`src/rtl/flappy_ctrl_fsm_if.sv`:
```
// flappy_ctrl_fsm_if
// Bundles the game-controller inputs (frame strobe, flap key, collision, pause)
// and the registered game outputs consumed by the VGA renderer and LEDs.
// master drives the inputs and observes the outputs. slave is the controller side.
interface flappy_ctrl_fsm_if #(
    parameter int CNT_W   = 3,
    parameter int SCORE_W = 16
);
    logic               VGAfeedback;
    logic               is_up;
    logic               dead;
    logic               pause;
    logic [2:0]         state;
    logic               debounce;
    logic [CNT_W-1:0]   confeedback;
    logic [2:0]         lives;
    logic [SCORE_W-1:0] score;
    logic [3:0]         LED;

    modport master (
        output VGAfeedback, is_up, dead, pause,
        input  state, debounce, confeedback, lives, score, LED
    );

    modport slave (
        input  VGAfeedback, is_up, dead, pause,
        output state, debounce, confeedback, lives, score, LED
    );
endinterface

```
`src/rtl/flappy_ctrl_fsm.sv`:
```
// flappy_ctrl_fsm
// Game-flow controller for Flappy Bird. Every state, counter, score and
// life update happens only on the VGA frame strobe. Flap key edges seen
// between strobes are latched and consumed by the next strobe.
// Optional pause mode: define FLAPPY_PAUSE_EN to enable the PAUSE state.
module flappy_ctrl_fsm #(
    parameter int LIVES          = 3,
    parameter int RISE_FRAMES    = 4,
    parameter int RESPAWN_FRAMES = 30,
    parameter int CNT_W          = 3,
    parameter int SCORE_W        = 16
) (
    input  logic                   CLK,
    input  logic                   SW,
    flappy_ctrl_fsm_if.slave       bus
);

    typedef enum logic [2:0] {
        S_BEGIN = 3'b100,
        S_DOWN  = 3'b001,
        S_UP    = 3'b010,
        S_DEAD  = 3'b011,
        S_HIT   = 3'b101,
        S_PAUSE = 3'b110
    } stateType;

    localparam logic [CNT_W-1:0]   CONF_MAX  = '1;
    localparam logic [SCORE_W-1:0] SCORE_MAX = '1;
    localparam logic [3:0]         RISE_LOAD = 4'(RISE_FRAMES - 1);
    localparam logic [5:0]         RESP_LOAD = 6'(RESPAWN_FRAMES - 1);
    localparam logic [2:0]         LIVES_LD  = 3'(LIVES);

    stateType           r_state;
    stateType           r_savedState;
    logic               r_isUpD;
    logic               r_pend;
    logic [3:0]         r_rise;
    logic [5:0]         r_respawn;
    logic [CNT_W-1:0]   r_conf;
    logic [2:0]         r_lives;
    logic [SCORE_W-1:0] r_score;
    logic               r_debounce;
    logic [3:0]         r_led;

    stateType           w_stateNext;
    stateType           w_savedNext;
    logic [3:0]         w_riseNext;
    logic [5:0]         w_respawnNext;
    logic [CNT_W-1:0]   w_confNext;
    logic [2:0]         w_livesNext;
    logic [SCORE_W-1:0] w_scoreNext;
    logic               w_debounceNext;
    logic [3:0]         w_ledNext;
    logic               w_edge;
    logic               w_flap;
    logic               w_pauseReq;

    assign w_edge = bus.is_up & ~r_isUpD;
    assign w_flap = r_pend | w_edge;

`ifdef FLAPPY_PAUSE_EN
    assign w_pauseReq = bus.pause;
`else
    assign w_pauseReq = 1'b0;
`endif

    // State register: flap edge capture runs every cycle, everything else
    // advances only on the frame strobe; debounce drops on the following cycle.
    always_ff @(posedge CLK or negedge SW) begin
        if (!SW) begin
            r_state      <= S_BEGIN;
            r_savedState <= S_DOWN;
            r_isUpD      <= 1'b0;
            r_pend       <= 1'b0;
            r_rise       <= '0;
            r_respawn    <= '0;
            r_conf       <= '0;
            r_lives      <= LIVES_LD;
            r_score      <= '0;
            r_debounce   <= 1'b0;
            r_led        <= 4'b0001;
        end else begin
            r_isUpD <= bus.is_up;
            if (bus.VGAfeedback) begin
                r_pend       <= 1'b0;
                r_state      <= w_stateNext;
                r_savedState <= w_savedNext;
                r_rise       <= w_riseNext;
                r_respawn    <= w_respawnNext;
                r_conf       <= w_confNext;
                r_lives      <= w_livesNext;
                r_score      <= w_scoreNext;
                r_debounce   <= w_debounceNext;
                r_led        <= w_ledNext;
            end else begin
                r_pend     <= r_pend | w_edge;
                r_debounce <= 1'b0;
            end
        end
    end

    // Next-state and datapath decisions for one strobe; priority is
    // collision, then pause, then flap.
    always_comb begin
        w_stateNext    = r_state;
        w_savedNext    = r_savedState;
        w_riseNext     = r_rise;
        w_respawnNext  = r_respawn;
        w_confNext     = r_conf;
        w_livesNext    = r_lives;
        w_scoreNext    = r_score;
        w_debounceNext = 1'b0;

        if ((r_state == S_DOWN || r_state == S_UP) && r_score != SCORE_MAX) begin
            w_scoreNext = r_score + SCORE_W'(1);
        end

        case (r_state)
            S_BEGIN: begin
                if (w_flap) begin
                    w_stateNext = S_DOWN;
                    w_livesNext = LIVES_LD;
                    w_scoreNext = '0;
                end
            end
            S_DOWN, S_UP: begin
                if (bus.dead) begin
                    w_stateNext   = S_HIT;
                    w_livesNext   = (r_lives != 3'd0) ? r_lives - 3'd1 : 3'd0;
                    w_respawnNext = RESP_LOAD;
                end else if (w_pauseReq) begin
                    w_stateNext = S_PAUSE;
                    w_savedNext = r_state;
                end else if (w_flap) begin
                    w_stateNext    = S_UP;
                    w_riseNext     = RISE_LOAD;
                    w_debounceNext = 1'b1;
                    if (r_conf != CONF_MAX) begin
                        w_confNext = r_conf + CNT_W'(1);
                    end
                end else if (r_state == S_DOWN) begin
                    w_confNext = '0;
                end else if (r_rise == 4'd0) begin
                    w_stateNext = S_DOWN;
                end else begin
                    w_riseNext = r_rise - 4'd1;
                end
            end
            S_HIT: begin
                if (r_respawn == 6'd0) begin
                    w_stateNext = (r_lives == 3'd0) ? S_DEAD : S_DOWN;
                end else begin
                    w_respawnNext = r_respawn - 6'd1;
                end
            end
            S_DEAD: begin
                w_stateNext = S_DEAD;
            end
            S_PAUSE: begin
                if (!w_pauseReq) begin
                    w_stateNext = r_savedState;
                end
            end
            default: begin
                w_stateNext = S_BEGIN;
            end
        endcase
    end

    // LED decode of the state being entered, registered alongside it.
    always_comb begin
        w_ledNext = 4'b0000;
        case (w_stateNext)
            S_BEGIN:        w_ledNext = 4'b0001;
            S_DOWN:         w_ledNext = 4'b0010;
            S_UP:           w_ledNext = 4'b0100;
            S_HIT, S_DEAD:  w_ledNext = 4'b1000;
            default:        w_ledNext = 4'b0000;
        endcase
    end

    assign bus.state       = r_state;
    assign bus.debounce    = r_debounce;
    assign bus.confeedback = r_conf;
    assign bus.lives       = r_lives;
    assign bus.score       = r_score;
    assign bus.LED         = r_led;

endmodule

```
`src/flat_wrapper.sv`:
```
// flat-port wrapper written by rule: the top's interface ports become plain ports
module flappy_ctrl_fsm_flat 
#(
    parameter int LIVES          = 3,
    parameter int RISE_FRAMES    = 4,
    parameter int RESPAWN_FRAMES = 30,
    parameter int CNT_W          = 3,
    parameter int SCORE_W        = 16
)
  (CLK, SW, bus_VGAfeedback, bus_is_up, bus_dead, bus_pause, bus_state, bus_debounce, bus_confeedback, bus_lives, bus_score, bus_LED);
  flappy_ctrl_fsm_if #(.CNT_W(CNT_W), .SCORE_W(SCORE_W)) bus_i ();
  input  logic CLK;
  input  logic SW;
  input wire logic [$bits(bus_i.VGAfeedback)-1:0] bus_VGAfeedback;
  input wire logic [$bits(bus_i.is_up)-1:0] bus_is_up;
  input wire logic [$bits(bus_i.dead)-1:0] bus_dead;
  input wire logic [$bits(bus_i.pause)-1:0] bus_pause;
  output wire logic [$bits(bus_i.state)-1:0] bus_state;
  output wire logic [$bits(bus_i.debounce)-1:0] bus_debounce;
  output wire logic [$bits(bus_i.confeedback)-1:0] bus_confeedback;
  output wire logic [$bits(bus_i.lives)-1:0] bus_lives;
  output wire logic [$bits(bus_i.score)-1:0] bus_score;
  output wire logic [$bits(bus_i.LED)-1:0] bus_LED;
  assign bus_i.VGAfeedback = bus_VGAfeedback;
  assign bus_i.is_up = bus_is_up;
  assign bus_i.dead = bus_dead;
  assign bus_i.pause = bus_pause;
  assign bus_state = bus_i.state;
  assign bus_debounce = bus_i.debounce;
  assign bus_confeedback = bus_i.confeedback;
  assign bus_lives = bus_i.lives;
  assign bus_score = bus_i.score;
  assign bus_LED = bus_i.LED;
  flappy_ctrl_fsm #(.LIVES(LIVES), .RISE_FRAMES(RISE_FRAMES), .RESPAWN_FRAMES(RESPAWN_FRAMES), .CNT_W(CNT_W), .SCORE_W(SCORE_W)) u_core (.CLK(CLK), .SW(SW), .bus(bus_i));
endmodule
```
`config.mk`:
```
export PLATFORM = sky130hd
export DESIGN_NAME = flappy_ctrl_fsm_flat
export DESIGN_NICKNAME = d
export VERILOG_FILES = /design/src/rtl/flappy_ctrl_fsm_if.sv /design/src/rtl/flappy_ctrl_fsm.sv /design/src/flat_wrapper.sv
export SDC_FILE = /design/constraint.sdc
export NUM_CORES = 1
export LEC_CHECK = 0
export CAP_MARGIN = 15
export CORE_UTILIZATION = 25
export CTS_CLUSTER_DIAMETER = 150
export DETAILED_ROUTE_END_ITERATION = 16
export PLACE_DENSITY = 0.45
export SYNTH_ARGS = -nofsm -noshare
export SYNTH_HDL_FRONTEND = slang
export SYNTH_SLANG_ARGS = --single-unit
```
`constraint.sdc`:
```
create_clock -name CLK -period 5.2 [get_ports CLK]
set_clock_uncertainty 0.05 [all_clocks]
set_input_delay 1.04 -clock CLK [delete_from_list [all_inputs] [get_ports CLK]]
set_output_delay 1.04 -clock CLK [all_outputs]
set_load 0.01 [all_outputs]
```
## After elaboration in Yosys (flattened, before gate mapping)

Index checks and enable logic that the tools add are counted.

- Reductions and logical operators: 15
- Multipliers: 0
- Shifts and indexed selects: 0
- Bitwise logic cells: 4
- Magnitude comparators: 0
- Add/sub/neg operators: 5
- Eq/ne operators: 19
- Div/mod/pow operators: 0
- Muxes and demuxes: 30

Operators with widths:

| operator | number |
|---|---|
| two-way mux 16 bit | 3 |
| two-way mux 3 bit | 12 |
| adder 16 x 1 -> 16 bit, second input constant | 1 |
| inequality test 16 bit, second input constant | 1 |
| one-hot mux 4 bit (4 select lines) | 1 |
| equality test 3 bit, second input constant | 5 |
| one-hot mux 3 bit (5 select lines) | 1 |
| equality test 3 x 2 -> 1 bit, second input constant | 4 |
| two-way mux 4 bit | 3 |
| two-way mux 6 bit | 2 |
| one-hot mux 6 bit (2 select lines) | 1 |
| AND reduction 5 bit | 2 |
| AND reduction 4 bit | 2 |
| equality test 3 x 1 -> 1 bit, second input constant | 2 |
| logical NOT 6 bit | 1 |
| inequality test 2 x 1 -> 1 bit, second input constant | 3 |
| inequality test 2 bit, second input constant | 3 |
| one-hot mux 3 bit (2 select lines) | 1 |
| nonzero test 2 bit | 3 |
| subtractor 6 x 1 -> 6 bit, second input constant | 1 |
| two-way mux 1 bit | 5 |
| logical NOT 4 bit | 1 |
| OR reduction 2 bit | 2 |
| subtractor 4 x 1 -> 4 bit, second input constant | 1 |
| 11 further kinds | 12 |

- Memories: 0
- Bits of input ports: 6
- Logic and storage cells: 83
- Register bits after elaboration: 42
- Bits in latches: 0
- Memory bits (writable): 0
- Bits in read-only memories: 0
- Output and inout port bits: 30

## Longest topological paths before layout

- Word-level depth: 9
- Depth in mapped cells: 7
- Mapped depth without buffers: 7

## Least setup slack after synthesis

OpenSTA, ideal clock, no wires.

- Path type: input port to flip-flop
- From: in bus_is_up
- To: reg u_core.r_state[0], in the netlist u_core.bus.state[0]
- Stages on the path: 5
- Setup time: 0.125 ns
- Path buffers: 0
- Slack: 2.779 ns
- Arrival: 2.246 ns
- Data required time: 5.025 ns
- Cells stage by stage: nor2b_1 -> nor3_1 -> or4_1 -> and3_1 -> mux2_2

- Cells in the longest elaborated chain, start to end: 5
- Elaborated cells between the ends (all ways): 6
- Those cells by class: mux: 4; bitwise: 2

RTL lines:

| what | RTL line | RTL |
|---|---|---|
| start: declaration | flat_wrapper.sv:15 | `input wire logic [$bits(bus_i.is_up)-1:0] bus_is_up;` |
| AND 1 bit (*) | flappy_ctrl_fsm.sv:58 | `assign w_edge = bus.is_up & ~r_isUpD;` |
| OR 1 bit (*) | flappy_ctrl_fsm.sv:59 | `assign w_flap = r_pend \| w_edge;` |
| two-way mux 3 bit | flappy_ctrl_fsm.sv:134 | `end else if (w_flap) begin` |
| two-way mux 3 bit | flappy_ctrl_fsm.sv:127 | `if (bus.dead) begin` |
| one-hot mux 3 bit (5 select lines) (*) | flappy_ctrl_fsm.sv:118 | `case (r_state)` |
| end signal: assignment | flappy_ctrl_fsm.sv:86 | `r_state <= w_stateNext;` |
| end: declaration | flappy_ctrl_fsm.sv:33 | `stateType r_state;` |

Every way passes the cells marked *; elsewhere a longest branch is shown, timed or not.
A chain may end at the register's enable or synchronous reset.

==> flow_metrics.env <==
export IMPL_tritoncts_clock_tree="built"
export IMPL_outcome="finished with violations"
export IMPL_tritoncts_num_sinks=42
export IMPL_cts_setup_buffers=0
export IMPL_category_of_cells_accounting_for_the_largest_share_of_critical_path_delay="simple AND/OR/NAND/NOR gates"
export IMPL_latest_clock_arrival_within_the_worst_skew_pair_ns=0.30
export IMPL_holdCritPathClass="reg2reg"
export IMPL_post_cts_resized_instances=0
export IMPL_detailedRoute_firstIterationViolations=98
export IMPL_power_leakage_nw=1.16
export IMPL_ys_warn_count=0
export IMPL_tritoncts_num_buffers=5
export IMPL_coreArea_sq_mm=0.00881
export IMPL_highest_delay_cell_along_the_critical_path="sky130_fd_sc_hd__clkdlybuf4s50_1"
export IMPL_post_route_cells_drive_above_1_share=0.0945
export IMPL_start_util=0.260
export IMPL_htreeDepth=2
export IMPL_root_buffer="sky130_fd_sc_hd__clkbuf_8"
export IMPL_power_density_mw_per_mm2=394
export IMPL_netlist_cell_type_count=51
export IMPL_synth_seq_cells=42
export IMPL_synth_fp_nets=251
export IMPL_grt_util_met3=0.0266
export IMPL_grt_pass1_wl_microns=9490
export IMPL_finalWorstSetupSlack_ns=2.19
export IMPL_gpl_final_weighted_congestion=0.728
export IMPL_cp_required_ns=5.38
export IMPL_setup_worst_path_class="in2reg"
export IMPL_netlist_instances=239
export IMPL_layout_area_seq_sq_mm=0.00106
export IMPL_post_dp_hpwl_microns=3850
export IMPL_rsz0062_at_grt="false"
export IMPL_num_vias=1887
export IMPL_worst_ir_drop_on_vdd_uv=153
export IMPL_postCtsHoldBufs=0
export IMPL_area_growth_synth_to_final_pct=22.6
export IMPL_dp_slack_ns=1.85
export IMPL_synth_top_flop_cell="sky130_fd_sc_hd__dfrtp_1"
export IMPL_setup_viols_final=0
export IMPL_finalHoldViolCount=0
export IMPL_fmax_mhz=333
export IMPL_final_min_period_over_clock_period=0.578
export IMPL_worstPathMaxFanout=17
export IMPL_dieWidth_microns=97.7
export IMPL_netlist_area_leader_share=0.416
export IMPL_wirelength_microns=5450
export IMPL_drc=4
export IMPL_async_reset_ff_frac=1.00
export IMPL_vias_per_cell=4.93
export IMPL_path_clk_slew_ns=0.09
export IMPL_total_power_mw=1.10
export IMPL_path_cells="clkdlybuf4s50_1 > nand4_1 > nor3_1 > o211ai_1 > or3_1 > a21oi_1"
export IMPL_grt_overflow_total=0
export IMPL_use_met1=0.169
export IMPL_timing_final_crit_period_ns=3.01
export IMPL_slowest_delay_ns=0.87
export IMPL_cts_max_path_buffers=2
export IMPL_timing_setup_tns_ns=0
export IMPL_grt_met2_usage=0.199
export IMPL_floorplan_io_pins=36
export IMPL_maximum_number_of_pins_on_one_net_before_global_route_repair=43
export IMPL_number_of_buffers_added_on_ports=34
export IMPL_route_detailed_wl_per_inst_microns=14.2
export IMPL_first_global_vias=1858
export IMPL_syn_avg_cell_area_sq_um=9.57
export IMPL_finalNetCount=286
export IMPL_n_fill_cell=917
export IMPL_dominant_cell_type_by_area_after_synthesis="sky130_fd_sc_hd__dfrtp_1"
export IMPL_first_pass_iters=10
export IMPL_multiInputGateArea_sq_mm=0.00117
export IMPL_synth_sequential_area_ratio=0.462
export IMPL_start_kind="primary input"
export IMPL_std_cell_rows=34
export IMPL_syn_area_sq_mm=0.00229
export IMPL_maxSlewHeadroom=0.342
export IMPL_diodes=0
export IMPL_grt_busiest_layer="met2"
export IMPL_maxSlewViolCount=0
export IMPL_drv_cap=0
export IMPL_yosys_top_cells_area="sky130_fd_sc_hd__dfrtp_1 42%, sky130_fd_sc_hd__nor2_1 5.4%, sky130_fd_sc_hd__dfstp_2 4.6%"
export IMPL_detail_route_antenna_nets=0
export IMPL_cp_data_arrival_time_ns=3.19
export IMPL_dieHeight_microns=97.7
export IMPL_violations="DRC"
export IMPL_die_area_sq_mm=0.00954
export IMPL_crit_path_end_kind="flip-flop"
export IMPL_antenna_found_initial=0
export IMPL_synth_edff_count=0
export IMPL_worstPathBufferInverterCount=1
export IMPL_grt_use_total=0.124
export IMPL_worstMarginPinSlew_ns=0.987
[worst reg2reg max path, cell delays in order, from the launching register on]
cell	delay (ns)
sky130_fd_sc_hd__dfstp_2	0.71
sky130_fd_sc_hd__nand3b_2	0.21
sky130_fd_sc_hd__or4_1	0.51
sky130_fd_sc_hd__o221a_1	0.29
sky130_fd_sc_hd__a32o_1	0.26
[power breakdown]
part           switching [mW]  internal, mW  leakage, nW  total [mW]
logic                   0.185         0.195        0.586       0.380
registers              0.0951         0.415        0.535       0.510
clock network           0.118        0.0958       0.0395       0.214
total                   0.399         0.706         1.16        1.10
[logic make-up (layout without fill, tap and decap cells)]
logic type	Yosys count	in the layout	synth area share
AOI/OAI and AO/OA	62	62	0.183
xor gates and xnor gates	11	11	0.0421
adders and majority gates	6	6	0.0328
buffers and inverters	13	49	0.0257
DFF	42	42	0.462
muxes	3	3	0.0142
and+or+nand+nor	102	102	0.240
[cell usage in the layout (no fill, tap or decap), drive strengths merged, types with 3 or more instances in the layout]
master and n:
xor2 6, a21o 3, nand3 6, nor3b 4
dfstp 4, or3 4, nor4 3, nand2 18
and2 4, nor3 8, nand4 5, nor2 33
or4 4, clkbuf 8, clkdlybuf4s50 33, a21oi 12
and4 3, o21ai 19, o211ai 5, inv 7
dfrtp 38, o21a 3, and3 3, xnor2 5
a22o 3, ha 6
[area by class of cell]
| class | instances | area share |
|---|---|---|
| Clock buffer | 8 | 0.0285 |
| Sequential cell | 42 | 0.376 |
| Tap cell | 108 | 0.0482 |
| Timing Repair Buffer | 34 | 0.120 |
| Inverter | 7 | 0.00937 |
| Multi-Input combinational cell | 184 | 0.418 |
[registers in the layout, indices dropped and copies added, names as in the netlist]
| signal | cells |
|---|---|
| u_core.bus.LED | 4 |
| u_core.bus.confeedback | 3 |
| u_core.bus.debounce | 1 |
| u_core.bus.lives | 3 |
| u_core.bus.score | 16 |
| u_core.bus.state | 3 |
| u_core.r_isUpD | 1 |
| u_core.r_pend | 1 |
| u_core.r_respawn | 6 |
| u_core.r_rise | 4 |
[metrics by stage]
stage	std cells	utilization	cell area [sq um]	hold slack [ns]
global placement	375	0.309	2730	0.428
global route	383	0.319	2810	0.475
detailed placement	375	0.309	2730	0.424
finish	383	0.319	2810	0.454
CTS	383	0.319	2810	0.456
floorplan	239	-	2290	0.425
[routing by layer]
layer  vias up  wire length [microns]
li1        944                      -
met1       907                   2700
met2        28                   2510
met3         8                    176
met4         0                     65
met5         -                      0
[path summary, 6_finish.rpt]
check,slack [ns],cells after the start,to,start
worst max-delay path,2.19,6,u_core.bus.score[7],bus_VGAfeedback
min in group asynchronous,0.84,1,u_core.bus.score[5],SW
worst max register to register,3.08,4,u_core.bus.LED[1],u_core.bus.state[2]
worst min register to register,0.45,1,u_core.bus.LED[2],u_core.bus.LED[2]
max in group asynchronous,3.64,1,u_core.bus.LED[3],SW
worst min-delay path,0.45,1,u_core.bus.LED[2],u_core.bus.LED[2]
[cell usage after synthesis, types with 3 or more instances]
library cell / number
sky130_fd_sc_hd__or3_1: 4
sky130_fd_sc_hd__ha_1: 6
sky130_fd_sc_hd__xor2_1: 6
sky130_fd_sc_hd__xnor2_1: 5
sky130_fd_sc_hd__nand2_1: 18
sky130_fd_sc_hd__and2_1: 4
sky130_fd_sc_hd__o211ai_1: 5
sky130_fd_sc_hd__a21o_1: 3
sky130_fd_sc_hd__dfstp_2: 4
sky130_fd_sc_hd__or4_1: 4
sky130_fd_sc_hd__nand3_1: 5
sky130_fd_sc_hd__a22o_1: 3
sky130_fd_sc_hd__nor3_1: 7
sky130_fd_sc_hd__nor2_1: 33
sky130_fd_sc_hd__dfrtp_1: 38
sky130_fd_sc_hd__o21ai_0: 19
sky130_fd_sc_hd__and4_1: 3
sky130_fd_sc_hd__nand4_1: 5
sky130_fd_sc_hd__a21oi_1: 12
sky130_fd_sc_hd__and3_1: 3
sky130_fd_sc_hd__nor3b_1: 3
sky130_fd_sc_hd__o21a_1: 3
sky130_fd_sc_hd__inv_1: 7
Note: power is estimated with default switching activity, not from simulation.
